### config.mk
export PLATFORM = sky130hd
export DESIGN_NAME = matrix_scan_ctrl
export DESIGN_NICKNAME = d
export VERILOG_FILES = /design/src/rtl/scan_pkg.sv /design/src/rtl/scan_timer.sv /design/src/rtl/matrix_scan_ctrl.sv
export SDC_FILE = /design/constraint.sdc
export NUM_CORES = 1
export LEC_CHECK = 0
export ABC_AREA = 1
export BUFFER_PORTS_ARGS = -buffer_cell sky130_fd_sc_hd__buf_2
export CORE_MARGIN = 2
export CORE_UTILIZATION = 53
export CTS_CLUSTER_SIZE = 12
export DETAILED_ROUTE_END_ITERATION = 10
export PLACE_DENSITY = 0.84
export SKIP_LAST_GASP = 1
export SYNTH_ARGS = -nofsm -noshare
export SYNTH_HDL_FRONTEND = slang
export SYNTH_SLANG_ARGS = --single-unit
### constraint.sdc
create_clock -name clk -period 3.1 [get_ports clk]
set_input_delay 0.155 -clock clk [delete_from_list [all_inputs] [get_ports clk]]
set_output_delay 0.155 -clock clk [all_outputs]
set_load 0.03 [all_outputs]
### src/rtl/scan_pkg.sv
// Shared definitions for the matrix scanner: FSM state encoding and default
// matrix geometry, also used by downstream display/tracking logic.
package scan_pkg;

  localparam int SW_WIRE_CNT_DEF = 16;
  localparam int RD_WIRE_CNT_DEF = 16;

  typedef enum logic [2:0] {
    IDLE,
    BREAK,
    SETTLE,
    CONVERT,
    WAIT_ADC,
    STORE,
    ADVANCE
  } scan_state_e;

  function automatic int max_int(input int a, input int b);
    return (a > b) ? a : b;
  endfunction

endpackage

### src/rtl/scan_timer.sv
// Down-counter shared by the settle and ADC-timeout intervals. A start pulse
// loads (interval-1); expired is high in the last cycle of the interval.
module scan_timer #(
  parameter int W = 8
) (
  input  logic         clk,
  input  logic         rst,
  input  logic [W-1:0] load_val,
  input  logic         start,
  output logic         expired
);

  logic [W-1:0] cnt_q, cnt_d;
  logic         run_q, run_d;

  always_comb begin
    cnt_d = cnt_q;
    run_d = run_q;
    if (start) begin
      cnt_d = load_val;
      run_d = 1'b1;
    end else if (run_q && (cnt_q != '0)) begin
      cnt_d = cnt_q - W'(1);
    end
  end

  always_ff @(posedge clk) begin
    if (rst) begin
      cnt_q <= '0;
      run_q <= 1'b0;
    end else begin
      cnt_q <= cnt_d;
      run_q <= run_d;
    end
  end

  assign expired = run_q && (cnt_q == '0);

endmodule

### src/rtl/matrix_scan_ctrl.sv
// Row/column matrix scanner: drives one switch wire at a time, samples every
// read wire through an external ADC and writes each sample to a frame buffer.
//
// state    | meaning
// IDLE     | not scanning, all wires released
// BREAK    | one cycle with no row driven before a new row is selected
// SETTLE   | row and column selected, waiting for the line to settle
// CONVERT  | one-cycle ADC start request
// WAIT_ADC | waiting for adc_done or timeout
// STORE    | frame-buffer write of the latched sample
// ADVANCE  | step to next cell, row or frame
module matrix_scan_ctrl
  import scan_pkg::*;
#(
  parameter int SW_WIRE_CNT   = SW_WIRE_CNT_DEF,
  parameter int RD_WIRE_CNT   = RD_WIRE_CNT_DEF,
  parameter int SETTLE_CYCLES = 100,
  parameter int ADC_TIMEOUT   = 1000,
  parameter int ADC_WIDTH     = 12
) (
  input  logic                                     clk,
  input  logic                                     rst,
  input  logic                                     enable,
  output logic [SW_WIRE_CNT-1:0]                   sw_sel,
  output logic [$clog2(RD_WIRE_CNT)-1:0]           rd_sel,
  output logic                                     adc_start,
  input  logic                                     adc_done,
  input  logic [ADC_WIDTH-1:0]                     adc_data,
  output logic                                     wr_en,
  output logic [$clog2(SW_WIRE_CNT*RD_WIRE_CNT)-1:0] wr_addr,
  output logic [ADC_WIDTH-1:0]                     wr_data,
  output logic                                     frame_done,
  output logic                                     busy,
  output logic                                     adc_err
);

  localparam int ROW_W  = (SW_WIRE_CNT > 1) ? $clog2(SW_WIRE_CNT) : 1;
  localparam int COL_W  = $clog2(RD_WIRE_CNT);
  localparam int ADDR_W = $clog2(SW_WIRE_CNT * RD_WIRE_CNT);
  localparam int TMR_W  = $clog2(max_int(SETTLE_CYCLES, ADC_TIMEOUT) + 1);

  localparam logic [ROW_W-1:0] ROW_LAST = ROW_W'(SW_WIRE_CNT - 1);
  localparam logic [COL_W-1:0] COL_LAST = COL_W'(RD_WIRE_CNT - 1);

  scan_state_e state_q, state_d;
  logic [ROW_W-1:0]       row_q, row_d;
  logic [COL_W-1:0]       col_q, col_d;
  logic [ADC_WIDTH-1:0]   data_q, data_d;
  logic [SW_WIRE_CNT-1:0] sw_sel_q, sw_sel_d;
  logic [COL_W-1:0]       rd_sel_q, rd_sel_d;
  logic                   adc_start_q, adc_start_d;
  logic                   wr_en_q, wr_en_d;
  logic [ADDR_W-1:0]      wr_addr_q, wr_addr_d;
  logic [ADC_WIDTH-1:0]   wr_data_q, wr_data_d;
  logic                   frame_done_q, frame_done_d;
  logic                   busy_q, busy_d;
  logic                   adc_err_q, adc_err_d;

  logic             tmr_start;
  logic [TMR_W-1:0] tmr_load;
  logic             tmr_expired;

  scan_timer #(.W(TMR_W)) u_timer (
    .clk      (clk),
    .rst      (rst),
    .load_val (tmr_load),
    .start    (tmr_start),
    .expired  (tmr_expired)
  );

  // Next-state and row/column sequencing.
  always_comb begin
    state_d   = state_q;
    row_d     = row_q;
    col_d     = col_q;
    data_d    = data_q;
    adc_err_d = 1'b0;
    unique case (state_q)
      IDLE: begin
        if (enable) begin
          row_d   = '0;
          col_d   = '0;
          state_d = BREAK;
        end
      end
      BREAK:   state_d = SETTLE;
      SETTLE:  if (tmr_expired) state_d = CONVERT;
      CONVERT: state_d = WAIT_ADC;
      WAIT_ADC: begin
        if (adc_done) begin
          data_d  = adc_data;
          state_d = STORE;
        end else if (tmr_expired) begin
          data_d    = '1;
          adc_err_d = 1'b1;
          state_d   = STORE;
        end
      end
      STORE:   state_d = ADVANCE;
      ADVANCE: begin
        if (col_q != COL_LAST) begin
          col_d   = col_q + COL_W'(1);
          state_d = SETTLE;
        end else if (row_q != ROW_LAST) begin
          col_d   = '0;
          row_d   = row_q + ROW_W'(1);
          state_d = BREAK;
        end else begin
          row_d   = '0;
          col_d   = '0;
          state_d = enable ? BREAK : IDLE;
        end
      end
      default: state_d = IDLE;
    endcase
  end

  // Timer reloads on every state change, so each state sees a fresh count.
  always_comb begin
    tmr_start = (state_d != state_q);
    tmr_load  = (state_d == SETTLE) ? TMR_W'(SETTLE_CYCLES - 1) : TMR_W'(ADC_TIMEOUT - 1);
  end

  // Outputs are registered from the next state so they line up with it.
  always_comb begin
    sw_sel_d = '0;
    if ((state_d != IDLE) && (state_d != BREAK)) begin
      sw_sel_d[row_d] = 1'b1;
    end
    rd_sel_d     = col_d;
    adc_start_d  = (state_d == CONVERT);
    wr_en_d      = (state_d == STORE);
    wr_addr_d    = wr_addr_q;
    wr_data_d    = wr_data_q;
    if (wr_en_d) begin
      wr_addr_d = ADDR_W'(row_d) * ADDR_W'(RD_WIRE_CNT) + ADDR_W'(col_d);
      wr_data_d = data_d;
    end
    frame_done_d = (state_d == ADVANCE) && (state_q == STORE) &&
                   (row_d == ROW_LAST) && (col_d == COL_LAST);
    busy_d       = (state_d != IDLE);
  end

  always_ff @(posedge clk) begin
    if (rst) begin
      state_q      <= IDLE;
      row_q        <= '0;
      col_q        <= '0;
      data_q       <= '0;
      sw_sel_q     <= '0;
      rd_sel_q     <= '0;
      adc_start_q  <= 1'b0;
      wr_en_q      <= 1'b0;
      wr_addr_q    <= '0;
      wr_data_q    <= '0;
      frame_done_q <= 1'b0;
      busy_q       <= 1'b0;
      adc_err_q    <= 1'b0;
    end else begin
      state_q      <= state_d;
      row_q        <= row_d;
      col_q        <= col_d;
      data_q       <= data_d;
      sw_sel_q     <= sw_sel_d;
      rd_sel_q     <= rd_sel_d;
      adc_start_q  <= adc_start_d;
      wr_en_q      <= wr_en_d;
      wr_addr_q    <= wr_addr_d;
      wr_data_q    <= wr_data_d;
      frame_done_q <= frame_done_d;
      busy_q       <= busy_d;
      adc_err_q    <= adc_err_d;
    end
  end

  assign sw_sel     = sw_sel_q;
  assign rd_sel     = rd_sel_q;
  assign adc_start  = adc_start_q;
  assign wr_en      = wr_en_q;
  assign wr_addr    = wr_addr_q;
  assign wr_data    = wr_data_q;
  assign frame_done = frame_done_q;
  assign busy       = busy_q;
  assign adc_err    = adc_err_q;

endmodule
==> flow_summary_export.csv <==
group,metric,value,unit
logic_synthesis,synth_fa_ha_area_share,1.83,%
routing,routedWlPerCell,12.8,µm
timing,period_share,78.1,%
clocking,htreeDepth,3,
logic_synthesis,synth_top_area_share,46.1,%
worst_hold_path,hp-class,"input port to flop",
setup_path,r2r_slack,0.74,ns
clocking,cts.clk_slew.worst_paths,0.07,ns
routing,drc,0,
setup_path,crit_path_end_kind,"flop",
setup_path,worstSetupPathType,"input port to flop",
setup_path,r2r_start,"u_timer.cnt_q[0]",
global_routing,use_met3,8.07,%
finish,final_cells,495,
setup_path,crit_buf_inv,3,
clocking,cts_resized,0,
place,post_dp_cell_area,3060,µm²
clocking,cts_tree,"built",
die,initial_core_util,54.3,%
finish,diodes,0,
run_status,outcome,"finished, final reports clean",
logic_synthesis,avgSynthCellArea,7.52,µm²
setup_path,slowest_delay,0.54,ns
finish,finalInstanceArea,3300,µm²
logic_synthesis,synthTopCellsByArea,"dfxtp_1 46%, nor2_1 7.3%, nand2_1 5.8%",
timing,finalHoldViolations,0,
global_routing,grt_max_degree,31,
place,dp_cells,478,
logic_synthesis,yosysUniqueCellTypes,31,
timing,grt_setup_unrepaired,"false",
global_routing,antenna_found_initial,0,
finish,drive_gt1_share,25.6,%
clocking,cts.path.max_buffers,2,
timing,final-setup-viol-count,0,
clocking,clk_latency,0.34,ns
global_routing,grtUsageMet2,36.1,%
global_routing,top_usage_layer,"met2",
logic_synthesis,syn-instance-count,364,
clocking,cts_setup_buffers,0,
timing,tns,0,ns
die,die_x,75.9,µm
global_routing,met1_usage,27.4,%
routing,ant_nets,0,
setup_path,crit_path_frequent_cell,"nand2_2",
clocking,hold_buffers,1,
logic_synthesis,synth_top_family_by_area,"simple AND/OR/NAND/NOR gates",
global_routing,grt_pass1_vias,2216,
setup_path,required,3.34,ns
die,core_region_area,5040,µm²
setup_path,cp_slowest_cell,"dlygate4sd3_1",
logic_synthesis,muxShareOfSynthArea,0,%
power,p_leak,1.54,nW
global_routing,grt_util_all_layers,22.3,%
power,power_density,588,nW/µm²
logic_synthesis,ys_ff_latch,63,
worst_hold_path,worstHoldEndpoint,"wr_data[9]",
global_routing,grt_first_pass_wirelength,9560,µm
logic_synthesis,syn_nets,384,
finish,final_cell_mix,"63 x dfxtp_1, 60 x buf_2, 53 x nor2_1, 42 x nand2_1, 41 x inv_1",
timing,fin_skew,0.00457,ns
routing,num_vias,2556,
logic_synthesis,ys_seq_area_share,46.1,%
clocking,clock-sinks,63,
place,gp_congestion,0.884,
worst_hold_path,min_from,"adc_data[9]",
timing,worstMarginPinSlew,0.612,ns
logic_synthesis,yosys.area_share.xor_xnor,1.28,%
routing,drtPass1Iterations,6,
logic_synthesis,synth_area_leader_cell,"dfxtp_1",
routing,routed_wl,6320,µm
power,ir_drop,0.271,mV
place,port_buffers,60,
setup_path,startpoint_type,"input port",
routing,viasPerCell,5.16,
finish,synthToLayoutAreaGrowth,20.4,%
place,dp_hpwl,4490,µm
die,pin_count,61,
logic_synthesis,yosys.area_share.simple,30.3,%
logic_synthesis,synth_area,2740,µm²
setup_path,ff2ff_path_depth,13,
timing,slew_headroom,59.1,%
timing,maxSlewViolCount,0,
finish,final_common_cell,"dfxtp_1",
timing,fmax,413,MHz
timing,period_needed,2.42,ns
routing,drt_iter0_markers,130,
clocking,cts_buffers,9,
logic_synthesis,synth-compound-area-share,10.7,%
finish,nNetsFinal,440,
power,p_total,1.94,mW
setup_path,crit_path_cell_trace,"dlygate4sd3_1 > buf_2 > inv_1 > nand2_2 > nand2_2 > nand2_2 > nor2_4 > nand2_2 > nand2_1 > nand2_1 > nor2b_4",
die,die_h,75.9,µm
setup_path,worstPathArrival,2.66,ns
setup_path,r2r_end,"u_timer.cnt_q[9]",
clocking,cts-root-buf,"clkbuf_8",
die,fp.dieArea,5760,µm²
setup_path,cp_max_fo,21,
job,maxCapViolations,0,
logic_synthesis,ys_warn_count,0,
die,num_rows,26,
setup_path,cp_top_family,"simple AND/OR/NAND/NOR gates",
worst_hold_path,hold_depth,3,
global_routing,grt-ovfl-total,0,
==> cells in the mapped netlist <==
cell,number
nand4_1,9
o211ai_1,4
a21oi_2,1
nand2_2,8
nor2_1,53
clkbuf_1,11
nor2b_4,4
o22ai_1,2
nor2_2,3
buf_2,4
o21a_1,1
xor2_1,4
nand3_1,16
buf_1,1
buf_6,1
o2111ai_1,1
nor4_1,2
inv_1,41
o21ai_1,9
nor3_1,27
or2_1,1
nor3_2,1
or2_2,1
nor2_4,3
nand3_2,1
inv_2,10
dfxtp_1,63
nand2_1,42
a21oi_1,24
ha_1,4
o21ai_0,12
==> power by group <==
group          internal, mW  switching (mW)
registers             0.838          0.0243
clock network         0.478           0.336
logic                0.0949           0.168
total                  1.41           0.529
==> layer usage <==
metal | part of all wire (%) | vias up
li1 | - | 1286
met1 | 46 | 1169
met2 | 46 | 96
met3 | 7.8 | 5
met4 | 0.87 | 0
met5 | 0 | -
==> registers in the layout, summed over array words and instances, names as in the netlist <==
| signal | cells |
|---|---|
| sw_sel | 16 |
| wr_data | 12 |
| u_timer.cnt_q | 10 |
| wr_addr | 8 |
| rd_sel | 4 |
| row_q | 4 |
| state_q | 3 |
| adc_err | 1 |
| adc_start | 1 |
| busy | 1 |
| frame_done | 1 |
| u_timer.run_q | 1 |
| wr_en | 1 |
==> kinds of logic after synthesis <==
| family | after synthesis |
|---|---|
| AOI/OAI and AO/OA | 54 |
| xor gates and xnor gates | 4 |
| adders and majority gates | 4 |
| buffers and inverters | 68 |
| DFF | 63 |
| and+or+nand+nor | 171 |
==> worst register-to-register path, cell delays in order, from the launching register on <==
cell and delay (ns):
dfxtp_1 0.34, inv_1 0.08, ha_1 0.22, nand2_1 0.08, nor2_2 0.04, nand3_2 0.06
nand2_2 0.25, nand2_2 0.28, nand2_2 0.09, nor2_4 0.25, nand2_2 0.17, nand2_1 0.18
nand2_1 0.07, nor2b_4 0.12
==> final cells by class <==
class	instances	area, µm²
sequential	63	1260
tap	70	87.6
timing repair buffer	62	318
fill	417	1750
clock buffer	10	138
inverter	51	191
multi-input combinational	233	1210
clock inverter	6	92.6
==> worst max-delay path by stage <==
stage / endpoint / from / slack (ns) / cells past startpoint
final: u_timer.cnt_q[9] / adc_done / 0.68 / 11
after global routing: u_timer.cnt_q[7] / adc_done / 0.52 / 11
after floorplan: u_timer.cnt_q[9] / rd_sel[1] / 1.30 / 12
after CTS: u_timer.cnt_q[7] / adc_done / 0.74 / 11
after detailed placement: u_timer.cnt_q[7] / u_timer.cnt_q[0] / 0.79 / 13
after global placement: u_timer.cnt_q[2] / u_timer.cnt_q[0] / 0.93 / 13
==> through the flow <==
| step | hold slack, ns | util, % | setup slack [ns] |
|---|---|---|---|
| floorplan | 0.231 | - | 1.30 |
| global placement | 0.353 | 60.6 | 0.929 |
| detailed placement | 0.342 | 60.6 | 0.787 |
| CTS | 0.108 | 65.4 | 0.743 |
| global route | 0.129 | 65.4 | 0.521 |
| finish | 0.114 | 65.4 | 0.678 |
Note: power is estimated with default switching activity, not from simulation.
